## src/rtl/seven_segment_mux_ctrl.sv

```systemverilog
// Purpose : picks one of NUM_SRC hex words (manual or timed rotation) and drives NUM_DIGITS active-low 7-seg+dp fields.
// Latency : src_data -> HEX 2 cycles (held reg, HEX reg); a source switch adds 1 cycle for cur_src.
// Backpressure: none; every input is sampled each clock. Optional SEG_LZ_BLANK_EN adds leading-zero blanking.
module seven_segment_mux_ctrl #(
    parameter int NUM_DIGITS   = 6,
    parameter int NUM_SRC      = 2,
    parameter int DWELL_CYCLES = 50000000,
    parameter int BLINK_CYCLES = 25000000
) (
    input  logic                                              clk,
    input  logic                                              rst_n,
    input  logic [NUM_SRC*4*NUM_DIGITS-1:0]                   src_data,
    input  logic [((NUM_SRC > 1) ? $clog2(NUM_SRC) : 1)-1:0]  sel,
    input  logic                                              auto_en,
    input  logic                                              freeze,
    input  logic [NUM_DIGITS-1:0]                             blink_mask,
    input  logic [NUM_DIGITS-1:0]                             dp_mask,
    output logic [((NUM_SRC > 1) ? $clog2(NUM_SRC) : 1)-1:0]  cur_src,
    output logic [8*NUM_DIGITS-1:0]                           HEX
);

    localparam int W     = 4 * NUM_DIGITS;
    localparam int SEL_W = (NUM_SRC > 1) ? $clog2(NUM_SRC) : 1;
    localparam int DW_W  = (DWELL_CYCLES > 1) ? $clog2(DWELL_CYCLES) : 1;
    localparam int BL_W  = (BLINK_CYCLES > 1) ? $clog2(BLINK_CYCLES) : 1;

    logic [SEL_W-1:0]        r_cur_src;
    logic [DW_W-1:0]         r_dwell;
    logic [BL_W-1:0]         r_blink_cnt;
    logic                    r_blink_phase;
    logic [W-1:0]            r_held;
    logic [8*NUM_DIGITS-1:0] r_hex;

    logic [SEL_W-1:0]        w_sel_idx;
    logic [SEL_W-1:0]        w_next_src;
    logic [W-1:0]            w_src_sel;
    logic [NUM_DIGITS-1:0]   w_lz_blank;
    logic [8*NUM_DIGITS-1:0] w_hex_next;

    // Active-low glyphs, bit order g..a; dp is handled separately.
    function automatic logic [6:0] f_glyph(input logic [3:0] nib);
        logic [6:0] g;
        case (nib)
            4'h0: g = 7'h40;
            4'h1: g = 7'h79;
            4'h2: g = 7'h24;
            4'h3: g = 7'h30;
            4'h4: g = 7'h19;
            4'h5: g = 7'h12;
            4'h6: g = 7'h02;
            4'h7: g = 7'h78;
            4'h8: g = 7'h00;
            4'h9: g = 7'h10;
            4'hA: g = 7'h08;
            4'hB: g = 7'h03;
            4'hC: g = 7'h46;
            4'hD: g = 7'h21;
            4'hE: g = 7'h06;
            default: g = 7'h0E;
        endcase
        return g;
    endfunction

    // Out-of-range manual selection falls back to source 0.
    always_comb begin
        w_sel_idx = sel;
        if (32'(sel) >= $unsigned(NUM_SRC)) begin
            w_sel_idx = '0;
        end
    end

    // Rotation successor with wrap at the last source.
    always_comb begin
        w_next_src = r_cur_src + SEL_W'(1);
        if (r_cur_src == SEL_W'(NUM_SRC - 1)) begin
            w_next_src = '0;
        end
    end

    // Source selection: manual tracks sel; auto advances on each dwell terminal count.
    // The dwell counter sits at 0 while auto is off, so a rising edge of auto_en starts a full dwell.
    always_ff @(posedge clk or negedge rst_n) begin
        if (!rst_n) begin
            r_cur_src <= '0;
            r_dwell   <= '0;
        end else if (!auto_en) begin
            r_cur_src <= w_sel_idx;
            r_dwell   <= '0;
        end else if (r_dwell == DW_W'(DWELL_CYCLES - 1)) begin
            r_cur_src <= w_next_src;
            r_dwell   <= '0;
        end else begin
            r_dwell   <= r_dwell + DW_W'(1);
        end
    end

    // Data mux from the flattened source bus.
    always_comb begin
        w_src_sel = '0;
        for (int i = 0; i < NUM_SRC; i++) begin
            if (r_cur_src == SEL_W'(i)) begin
                w_src_sel = src_data[i*W +: W];
            end
        end
    end

    // Held value follows the selected source unless frozen.
    always_ff @(posedge clk or negedge rst_n) begin
        if (!rst_n) begin
            r_held <= '0;
        end else if (!freeze) begin
            r_held <= w_src_sel;
        end
    end

    // Free-running blink timebase; phase flips every BLINK_CYCLES clocks.
    always_ff @(posedge clk or negedge rst_n) begin
        if (!rst_n) begin
            r_blink_cnt   <= '0;
            r_blink_phase <= 1'b0;
        end else if (r_blink_cnt == BL_W'(BLINK_CYCLES - 1)) begin
            r_blink_cnt   <= '0;
            r_blink_phase <= ~r_blink_phase;
        end else begin
            r_blink_cnt   <= r_blink_cnt + BL_W'(1);
        end
    end

`ifdef SEG_LZ_BLANK_EN
    logic w_lz_seen;

    // Scan from the top digit down; blank until the first non-zero nibble. Digit 0 is never blanked.
    always_comb begin
        w_lz_blank = '0;
        w_lz_seen  = 1'b0;
        for (int d = NUM_DIGITS - 1; d > 0; d--) begin
            if (r_held[4*d +: 4] != 4'h0) begin
                w_lz_seen = 1'b1;
            end
            w_lz_blank[d] = ~w_lz_seen;
        end
    end
`else
    assign w_lz_blank = '0;
`endif

    // Per-digit field: glyph (or blanked segments) plus dp; blink overrides the whole byte.
    always_comb begin
        w_hex_next = '1;
        for (int d = 0; d < NUM_DIGITS; d++) begin
            w_hex_next[8*d +: 8] = {~dp_mask[d],
                                    w_lz_blank[d] ? 7'h7F : f_glyph(r_held[4*d +: 4])};
            if (r_blink_phase && blink_mask[d]) begin
                w_hex_next[8*d +: 8] = 8'hFF;
            end
        end
    end

    // Output register; reset blanks the display immediately.
    always_ff @(posedge clk or negedge rst_n) begin
        if (!rst_n) begin
            r_hex <= '1;
        end else begin
            r_hex <= w_hex_next;
        end
    end

    assign cur_src = r_cur_src;
    assign HEX     = r_hex;

endmodule

```

## config.mk

```make
export PLATFORM = sky130hd
export DESIGN_NAME = seven_segment_mux_ctrl
export DESIGN_NICKNAME = d
export VERILOG_FILES = /design/src/rtl/seven_segment_mux_ctrl.sv
export SDC_FILE = /design/constraint.sdc
export NUM_CORES = 1
export LEC_CHECK = 0
export ABC_AREA = 1
export ABC_CLOCK_PERIOD_IN_PS = 4500
export CORE_MARGIN = 4
export CORE_UTILIZATION = 35
export DETAILED_ROUTE_END_ITERATION = 16
export PLACE_DENSITY_LB_ADDON = 0.2
export SLEW_MARGIN = 20
export SYNTH_ARGS = -nofsm -noshare
export SYNTH_HDL_FRONTEND = slang
export SYNTH_SLANG_ARGS = --single-unit
```

## constraint.sdc

```tcl
create_clock -name clk -period 4.5 [get_ports clk]
set_input_delay 0.9 -clock clk [delete_from_list [all_inputs] [get_ports clk]]
set_output_delay 0.9 -clock clk [all_outputs]
set_load 0.03 [all_outputs]
```

# Word-level counts from Yosys, hierarchy flattened
# Memory sizes are Yosys's and may differ from the RTL's.
# Cells that the tools add are included.
# word_totals
ram_bits,0
in_bits,65
rom_bits,672
reg_bits,125
latch_bits,0
mem_count,6
# classes
reduce_logical,6
n_eq_ne,3
n_lt_le_gt_ge,0
shifts,0
div_mod_pow,0
multipliers,0
add_sub_neg,3
bitwise,7
n_mux,13
# memory_table
name,words,word_bits,read_ports,rd_clocked_by_memory_dff,wr,line,source
(name not given),16,7,1,0,0,43,case (nib)
(name not given),16,7,1,0,0,43,
(name not given),16,7,1,0,0,43,
(name not given),16,7,1,0,0,43,
(name not given),16,7,1,0,0,43,
(name not given),16,7,1,0,0,43,
# ops
op,count
$mux W26,2
$mux W8,6
$add A26 B1 Y26 const B,1
$eq A26 B26 Y1 const B,1
$add A25 B1 Y25 const B,1
$eq A25 B25 Y1 const B,1
$mux W25,1
$mux W24,1
$not A1 Y1,7
$logic_and A1 B1 Y1,6
$mux W1,3
$ne A2 B1 Y1 const B,1
$add A1 B1 Y1 const B,1

# Logic depth before layout (Yosys ltp)
# Gate-level depths: netlist (run 1).
# logic_depth
word_depth,4
depth_mapped,10

# Least setup slack after synthesis (run 1)
# Ideal clock, no wire load.
# synth_timing
path_type,input -> register
startpoint,input freeze
endpoint,register r_held[11]
slack_ps,2790
arrival_ps,1567
required_time_ps,4357
path_stages,3
path_cell_list,clkbuf_1 > buf_1 > a22oi_1
# synth_lines
element,line,source
"start, declared",15,"input logic freeze,"
"end signal, assigned",112,r_held <= w_src_sel;
"end, declared",31,logic [W-1:0] r_held;
# No word-level cell between the ends.

# Worst setup path in the final report (run 1)
# layout_timing
startpoint,register r_hex[45] (netlist: HEX[45])
endpoint,output HEX[45]
# layout_lines
element,line,source
"start, declared",32,logic [8*NUM_DIGITS-1:0] r_hex;
"start signal, assigned",164,r_hex <= w_hex_next;
"end, declared",19,output logic [8*NUM_DIGITS-1:0] HEX
# No word-level cell between the ends.

==> results of run 1 <==
## stage by stage
| step | worst slack (ns) | hold slack [ns] | power, mW | util | cell area [um^2] |
|---|---|---|---|---|---|
| after floorplan | 2.79 | 0.432 | 1.87 | - | 6960 |
| after global placement | 2.22 | 0.454 | 2.21 | 0.427 | 8340 |
| after detailed placement | 2.18 | 0.460 | 2.21 | 0.427 | 8340 |
| after CTS | 1.94 | 0.467 | 3.57 | 0.457 | 8920 |
| after global routing | 1.91 | 0.422 | 3.72 | 0.458 | 8950 |
| final | 1.98 | 0.404 | 3.52 | 0.458 | 8950 |
## cell type report
class	count	area, um^2	area share
multi-input combinational	613	3280	0.367
timing repair buffer	117	1180	0.132
inverter	103	387	0.0432
tap	265	332	0.0371
clock buffer	19	433	0.0484
clock inverter	13	144	0.0161
sequential	125	3190	0.356
## power groups by stage
stage | sequential [mW] | clock (mW) | combinational [mW]
3_5_place_dp | 1.40 | 0 | 0.814
4_1_cts | 1.39 | 1.37 | 0.818
6_report | 1.38 | 1.33 | 0.810
2_1_floorplan | 1.58 | 0 | 0.296
5_1_grt | 1.40 | 1.42 | 0.889
3_3_place_gp | 1.40 | 0 | 0.814
## state kept, by name, summed over array words and instances, names as in the netlist
signal and count:
HEX 48, r_blink_phase 1, r_held 24, r_dwell 26
r_blink_cnt 25, cur_src 1
## layout by cell type (no fill, tap or decap), types with 2 or more instances in the layout
cell                              Yosys  routed
sky130_fd_sc_hd__a31o_2               5       5
sky130_fd_sc_hd__nand3_1             57      57
sky130_fd_sc_hd__bufinv_16            0       2
sky130_fd_sc_hd__buf_4                0       3
sky130_fd_sc_hd__nand3_2              2       2
sky130_fd_sc_hd__nand2_1            225     225
sky130_fd_sc_hd__nor3_1              10      10
sky130_fd_sc_hd__clkdlybuf4s50_1      0     112
sky130_fd_sc_hd__dfstp_2             48      48
sky130_fd_sc_hd__o21ai_0             27      27
sky130_fd_sc_hd__nor2_1             113     113
sky130_fd_sc_hd__nor2_4               6       6
sky130_fd_sc_hd__xnor2_1              8       8
sky130_fd_sc_hd__nand2_2              2       2
sky130_fd_sc_hd__a21oi_1             34      34
sky130_fd_sc_hd__dfrtp_1             77      77
sky130_fd_sc_hd__clkinv_4             0       4
sky130_fd_sc_hd__clkbuf_16            0      17
sky130_fd_sc_hd__nor3_2               2       2
sky130_fd_sc_hd__clkinv_2             0       2
sky130_fd_sc_hd__xor2_1              19      19
sky130_fd_sc_hd__inv_1              101     101
sky130_fd_sc_hd__o31ai_1              5       5
sky130_fd_sc_hd__a22oi_1             24      24
sky130_fd_sc_hd__o2111ai_1            2       2
sky130_fd_sc_hd__ha_1                38      38
sky130_fd_sc_hd__clkinvlp_4           0       4
sky130_fd_sc_hd__o211ai_1            18      18
sky130_fd_sc_hd__clkbuf_1            18       2
sky130_fd_sc_hd__nor2_2               5       5
sky130_fd_sc_hd__o311ai_0             5       5
## routing by layer
metal | up-vias | routed length, um | GRT usage
met5 | - | 0 | 0
met4 | 0 | 291 | 0.0508
met3 | 17 | 861 | 0.0368
met2 | 146 | 7550 | 0.238
met1 | 2719 | 8240 | 0.225
li1 | 3000 | - | -
## cells by family after synthesis
logic type | Yosys count | share of synthesized area
compound gates | 123 | 0.114
simple gates | 425 | 0.255
flops | 125 | 0.458
xor+xnor | 27 | 0.0340
fa+ha+maj | 38 | 0.0683
buf+inv | 127 | 0.0701
## worst max-delay path by stage
stage / end / cells past startpoint / from / slack (ns)
final: HEX[45] / 1 / HEX[45] / 1.98
after global routing: HEX[45] / 1 / HEX[45] / 1.91
after CTS: HEX[41] / 1 / HEX[41] / 1.94
after detailed placement: r_dwell[23] / 5 / auto_en / 2.18
after global placement: r_dwell[13] / 5 / auto_en / 2.22
after floorplan: r_held[11] / 3 / freeze / 2.79
==> run_summary.xml, run 1 <==
<?xml version="1.0" encoding="UTF-8"?>
<metrics>
  <group name="timing">
    <metric name="tightestPinTransition" unit="ns">0.793</metric>
    <metric name="finalClockSkew" unit="ns">0.00651</metric>
    <metric name="finalWorstPathRequiredPeriod" unit="ns">2.52</metric>
    <metric name="timing.final.crit_share" unit="">0.560</metric>
    <metric name="setup_viol_count_final" unit="">0</metric>
    <metric name="tns" unit="ns">0</metric>
    <metric name="final_hold_viol_count" unit="">0</metric>
    <metric name="drv_slew" unit="">0</metric>
    <metric name="slew_headroom" unit="">0.471</metric>
    <metric name="grt_setup_unrepaired" unit="">no</metric>
    <metric name="clock.fmax" unit="MHz">397</metric>
  </group>
  <group name="worst_setup_path">
    <metric name="regToRegStartpoint" unit="">r_blink_cnt[0]</metric>
    <metric name="cp.buffers_inverters" unit="">1</metric>
    <metric name="critPathLaunchType" unit="">flip-flop</metric>
    <metric name="path_class" unit="">flip-flop to output pin</metric>
    <metric name="critical_path_cell_by_cell" unit="">clkdlybuf4s50_1</metric>
    <metric name="critPathMaxStageDelay" unit="ns">0.69</metric>
    <metric name="critical_path.slowest_cell" unit="">sky130_fd_sc_hd__clkdlybuf4s50_1</metric>
    <metric name="worst_setup_path_end_kind" unit="">output pin</metric>
    <metric name="critPathArrivalTime" unit="ns">1.62</metric>
    <metric name="regToRegEndpoint" unit="">r_blink_cnt[11]</metric>
    <metric name="cpLargestDelayFamily" unit="">buffers and inverters</metric>
    <metric name="worst-r2r-setup-slack" unit="ns">2.78</metric>
    <metric name="critPathMaxFanout" unit="">1</metric>
    <metric name="worst_r2r_path_depth" unit="">6</metric>
    <metric name="worstPathRequired" unit="ns">3.60</metric>
  </group>
  <group name="pwr">
    <metric name="worst_ir_drop_vdd" unit="uV">249</metric>
    <metric name="internal_power" unit="mW">2.45</metric>
    <metric name="combinational_share_of_power" unit="">0.230</metric>
    <metric name="power.share.sequential" unit="">0.393</metric>
    <metric name="power_switching_share" unit="">0.304</metric>
    <metric name="power.density" unit="nW/um^2">394</metric>
    <metric name="net-switching-power" unit="mW">1.07</metric>
    <metric name="total_leakage_power" unit="nW">3.98</metric>
    <metric name="p_clk_frac" unit="">0.377</metric>
  </group>
  <group name="yosys">
    <metric name="mappedNetlistNets" unit="">968</metric>
    <metric name="synth_async_sr_flop_share" unit="">1.00</metric>
    <metric name="yosys.cell_types.count" unit="">35</metric>
    <metric name="yosys_warnings" unit="">0</metric>
    <metric name="mappedNetlistArea" unit="um^2">6960</metric>
    <metric name="postSynthAreaPerCell" unit="um^2">8.04</metric>
    <metric name="number_of_register_bits_inferred_by_synthesis" unit="">125</metric>
    <metric name="ys_top_cells_by_count" unit="">sky130_fd_sc_hd__nand2_1, sky130_fd_sc_hd__nor2_1, sky130_fd_sc_hd__inv_1</metric>
    <metric name="synth_edf_count" unit="">0</metric>
    <metric name="synthTopCellsByArea" unit="">sky130_fd_sc_hd__dfrtp_1, sky130_fd_sc_hd__dfstp_2, sky130_fd_sc_hd__nand2_1, sky130_fd_sc_hd__ha_1, sky130_fd_sc_hd__nor2_1</metric>
    <metric name="synthCells" unit="">865</metric>
    <metric name="yosysMostFrequentCell" unit="">sky130_fd_sc_hd__nand2_1</metric>
    <metric name="synth_seq_area_share" unit="">0.458</metric>
    <metric name="share_of_the_synthesized_area_in_the_top_cell_type" unit="">0.277</metric>
    <metric name="netlist.top_cell.by_area" unit="">sky130_fd_sc_hd__dfrtp_1</metric>
    <metric name="synth_ff_type" unit="">sky130_fd_sc_hd__dfrtp_1</metric>
  </group>
  <group name="routing">
    <metric name="route.detailed.drc" unit="">0</metric>
    <metric name="drtIter0Drc" unit="">372</metric>
    <metric name="via_per_inst" unit="">4.69</metric>
    <metric name="routedWlPerCell" unit="um">13.5</metric>
    <metric name="num_vias" unit="">5882</metric>
    <metric name="dr.pass1.iters" unit="">5</metric>
    <metric name="drt.antenna.violating_nets" unit="">0</metric>
    <metric name="wl" unit="um">16900</metric>
  </group>
  <group name="global_route">
    <metric name="grt_overflow" unit="">0</metric>
    <metric name="vias_in_the_first_global_route" unit="">5624</metric>
    <metric name="grt_start_max_net_pins" unit="">106</metric>
    <metric name="number_of_antenna_violations_at_the_first_check_in_global_routing" unit="">0</metric>
    <metric name="globalRouteTotalUtil" unit="">0.158</metric>
    <metric name="grt_pass1_wl" unit="um">28300</metric>
  </group>
  <group name="die">
    <metric name="floorplan.die.width" unit="um">149</metric>
    <metric name="floorplan.die.height" unit="um">149</metric>
    <metric name="initial_core_util" unit="">0.356</metric>
    <metric name="placement_rows" unit="">51</metric>
    <metric name="design.die.area" unit="um^2">22200</metric>
    <metric name="core-area" unit="um^2">19500</metric>
    <metric name="io-pin-count" unit="">114</metric>
  </group>
  <group name="place">
    <metric name="dpl.hpwl" unit="um">12200</metric>
    <metric name="gp_congestion" unit="">0.865</metric>
    <metric name="numPlacedInstances" unit="">1222</metric>
    <metric name="place.port_buffers" unit="">113</metric>
  </group>
  <group name="cts">
    <metric name="post_cts_resize_count" unit="">0</metric>
    <metric name="tritoncts_num_sinks" unit="">125</metric>
    <metric name="cts-root-to-sink-buffers" unit="">2</metric>
    <metric name="cts_hold_buf" unit="">0</metric>
    <metric name="worst_skew_pair.late_latency" unit="ns">0.41</metric>
    <metric name="tritoncts" unit="">built</metric>
    <metric name="numCtsBuffers" unit="">17</metric>
    <metric name="clock-root-buffer" unit="">sky130_fd_sc_hd__clkbuf_16</metric>
    <metric name="clk_pin_slew_worst_paths" unit="ns">0.06</metric>
    <metric name="h_tree_lvl_count" unit="">4</metric>
    <metric name="post-cts-setup-buffers" unit="">0</metric>
  </group>
  <group name="cells_and_area">
    <metric name="insertedDiodeCount" unit="">0</metric>
    <metric name="syn_to_final_growth" unit="%">28.6</metric>
    <metric name="finalNetCount" unit="">1080</metric>
    <metric name="layout.cells.non_filler" unit="">1255</metric>
    <metric name="fillers" unit="">1967</metric>
    <metric name="post_route_cells_drive_above_1_share" unit="">0.109</metric>
  </group>
  <group name="status">
    <metric name="outcome" unit="">finished clean</metric>
  </group>
  <group name="worst_hold_path">
    <metric name="hold_path.class" unit="">primary input to async pin</metric>
  </group>
  <group name="flow_run">
    <metric name="cap_violations" unit="">0</metric>
  </group>
</metrics>
(Power assumes the default switching activity.)
==> inputs of run 2 (changes only) <==
--- a/config.mk
+++ b/config.mk
@@ -6,7 +6,7 @@
 export NUM_CORES = 1
 export LEC_CHECK = 0
 export ABC_AREA = 1
-export ABC_CLOCK_PERIOD_IN_PS = 4500
+export ABC_CLOCK_PERIOD_IN_PS = 2300
 export CORE_MARGIN = 4
 export CORE_UTILIZATION = 35
 export DETAILED_ROUTE_END_ITERATION = 16
==> constraint.sdc (replaced) <==
create_clock -name clk -period 2.3 [get_ports clk]
set_input_delay 0.46 -clock clk [delete_from_list [all_inputs] [get_ports clk]]
set_output_delay 0.46 -clock clk [all_outputs]
set_load 0.03 [all_outputs]
==> run 2 against run 1 <==
  * The run now ends with hold timing left
  * Final cell count rose by 0.24%
  * Global-route usage grew 0.29 points
  * Clock skew is 0.0039 ns higher
  * Routed wire length grew 0.81%
  * Sequential share of layout area about the same
  * Clock-buffer cell count up 3
  * Register-to-register slack got worse by 2.1 ns
  * Critical endpoint is now HEX[18]
  * Power grew 94%
  * Worst setup slack worse by 1.8 ns
  * Sequential cell count unchanged
  * Non-clock buffer count rose by 3
  * Sequential power is 96% higher
==> run_summary.xml, run 2 (synthesized netlist as in run 1, its figures left out) <==
<?xml version="1.0" encoding="UTF-8"?>
<metrics>
  <group name="routing">
    <metric name="dr.pass1.iters" unit="">5</metric>
    <metric name="route.detailed.drc" unit="">0</metric>
    <metric name="num_vias" unit="">5831</metric>
    <metric name="via_per_inst" unit="">4.64</metric>
    <metric name="drtIter0Drc" unit="">314</metric>
    <metric name="routedWlPerCell" unit="um">13.6</metric>
    <metric name="drt.antenna.violating_nets" unit="">0</metric>
    <metric name="wl" unit="um">17100</metric>
  </group>
  <group name="pwr">
    <metric name="power.density" unit="nW/um^2">763</metric>
    <metric name="finalPower" unit="mW">6.84</metric>
    <metric name="worst_ir_drop_vdd" unit="uV">410</metric>
    <metric name="total_leakage_power" unit="nW">4.00</metric>
  </group>
  <group name="die">
    <metric name="io-pin-count" unit="">114</metric>
    <metric name="floorplan.die.width" unit="um">149</metric>
    <metric name="core-area" unit="um^2">19500</metric>
    <metric name="initial_core_util" unit="">0.356</metric>
    <metric name="placement_rows" unit="">51</metric>
    <metric name="design.die.area" unit="um^2">22200</metric>
    <metric name="floorplan.die.height" unit="um">149</metric>
  </group>
  <group name="cells_and_area">
    <metric name="largest_register_ff_count" unit="">48</metric>
    <metric name="post_layout_instance_area" unit="um^2">8960</metric>
    <metric name="finalNetCount" unit="">1083</metric>
    <metric name="fillers" unit="">1961</metric>
    <metric name="layout.cells.non_filler" unit="">1258</metric>
    <metric name="postLayoutCoreUtil" unit="">0.459</metric>
    <metric name="post_route_cells_drive_above_1_share" unit="">0.113</metric>
    <metric name="most-common-layout-cells" unit="">sky130_fd_sc_hd__nand2_1, sky130_fd_sc_hd__nor2_1, sky130_fd_sc_hd__clkdlybuf4s50_1, sky130_fd_sc_hd__inv_1, sky130_fd_sc_hd__dfrtp_1</metric>
    <metric name="insertedDiodeCount" unit="">0</metric>
    <metric name="layout_commonest_cell" unit="">sky130_fd_sc_hd__nand2_1</metric>
    <metric name="syn_to_final_growth" unit="%">28.8</metric>
  </group>
  <group name="timing">
    <metric name="grt_setup_unrepaired" unit="">no</metric>
    <metric name="finalClockSkew" unit="ns">0.0105</metric>
    <metric name="finalWorstPathRequiredPeriod" unit="ns">2.08</metric>
    <metric name="final_hold_viol_count" unit="">7</metric>
    <metric name="setup_viol_count_final" unit="">0</metric>
    <metric name="timing.final.crit_share" unit="">0.903</metric>
    <metric name="drv_slew" unit="">0</metric>
    <metric name="slew_headroom" unit="">0.628</metric>
    <metric name="clock.fmax" unit="MHz">482</metric>
    <metric name="final_worst_hold_slack" unit="ns">-0.00427</metric>
    <metric name="tns" unit="ns">0</metric>
    <metric name="tightestPinTransition" unit="ns">0.557</metric>
  </group>
  <group name="status">
    <metric name="outcome" unit="">complete, but fails checks</metric>
    <metric name="violated_checks" unit="">hold timing</metric>
  </group>
  <group name="cts">
    <metric name="tritoncts_num_sinks" unit="">125</metric>
    <metric name="post-cts-setup-buffers" unit="">0</metric>
    <metric name="worst_skew_pair.late_latency" unit="ns">0.41</metric>
    <metric name="clk_pin_slew_worst_paths" unit="ns">0.06</metric>
    <metric name="cts_hold_buf" unit="">0</metric>
    <metric name="clock-root-buffer" unit="">sky130_fd_sc_hd__clkbuf_16</metric>
    <metric name="h_tree_lvl_count" unit="">4</metric>
    <metric name="cts-root-to-sink-buffers" unit="">2</metric>
    <metric name="tritoncts" unit="">built</metric>
    <metric name="post_cts_resize_count" unit="">0</metric>
    <metric name="numCtsBuffers" unit="">17</metric>
  </group>
  <group name="worst_setup_path">
    <metric name="cp.buffers_inverters" unit="">1</metric>
    <metric name="critical_path_cell_by_cell" unit="">clkdlybuf4s50_1</metric>
    <metric name="critical_path.slowest_cell" unit="">sky130_fd_sc_hd__clkdlybuf4s50_1</metric>
    <metric name="critPathMaxFanout" unit="">1</metric>
    <metric name="worstPathRequired" unit="ns">1.84</metric>
    <metric name="critPathMaxStageDelay" unit="ns">0.69</metric>
    <metric name="critPathLaunchType" unit="">flip-flop</metric>
    <metric name="critPathArrivalTime" unit="ns">1.62</metric>
    <metric name="worst_setup_path_end_kind" unit="">output pin</metric>
    <metric name="path_class" unit="">flip-flop to output pin</metric>
    <metric name="cpLargestDelayFamily" unit="">buffers and inverters</metric>
  </group>
  <group name="global_route">
    <metric name="vias_in_the_first_global_route" unit="">5590</metric>
    <metric name="grt_start_max_net_pins" unit="">52</metric>
    <metric name="number_of_antenna_violations_at_the_first_check_in_global_routing" unit="">0</metric>
    <metric name="grt_overflow" unit="">0</metric>
    <metric name="grt_pass1_wl" unit="um">28600</metric>
    <metric name="globalRouteTotalUtil" unit="">0.161</metric>
  </group>
  <group name="place">
    <metric name="numPlacedInstances" unit="">1226</metric>
    <metric name="postPlaceCellArea" unit="um^2">8400</metric>
    <metric name="place.port_buffers" unit="">113</metric>
    <metric name="gp_congestion" unit="">0.869</metric>
    <metric name="dpl.hpwl" unit="um">12600</metric>
  </group>
  <group name="worst_hold_path">
    <metric name="hold_path.class" unit="">primary input to async pin</metric>
  </group>
  <group name="flow_run">
    <metric name="cap_violations" unit="">0</metric>
  </group>
</metrics>
[run 2: cell type report]
type                       instances  area, um^2  share of cell area
multi-input combinational        613        3280               0.366
sequential                       125        3190               0.356
timing repair buffer             120        1210               0.135
clock buffer                      22         474              0.0529
inverter                         103         387              0.0432
tap                              265         332              0.0370
clock inverter                    10        90.1              0.0101
[run 2: power by group]
group | total, mW | switching, mW | leakage [nW] | internal (mW)
sequential | 2.71 | 0.147 | 1.50 | 2.56
combinational | 1.60 | 0.954 | 2.23 | 0.645
clock | 2.53 | 0.968 | 0.272 | 1.57
total | 6.84 | 2.07 | 4.00 | 4.77
[run 2: layer usage]
metal  track usage  share of wire  wire length, um  vias up
li1              -              -                -     3000
met1         0.235           0.50             8490     2707
met2         0.237           0.45             7630      109
met3        0.0410          0.043              732       15
met4        0.0439          0.014              233        0
met5             0              0                0        -
[run 2: path summary, 6_finish.rpt]
check	startpoint	end	slack, ns	cells past startpoint
setup / recovery	HEX[18]	HEX[18]	0.22	1
hold / removal	rst_n	r_blink_cnt[24]	-0.004	1
setup reg to reg	r_blink_cnt[0]	r_blink_cnt[13]	0.64	6
hold reg to reg	r_dwell[0]	r_dwell[0]	0.46	1
max in group asynchronous	rst_n	HEX[44]	1.66	2
min in group clk	r_dwell[0]	r_dwell[0]	0.46	1
[run 2: through the flow]
step                worst slack (ns)  hold WS [ns]
finish                         0.224      -0.00427
global route                   0.173        0.0365
CTS                            0.195        0.0115
detailed placement             0.447         0.457
global placement               0.499         0.455
floorplan                      0.865         0.164
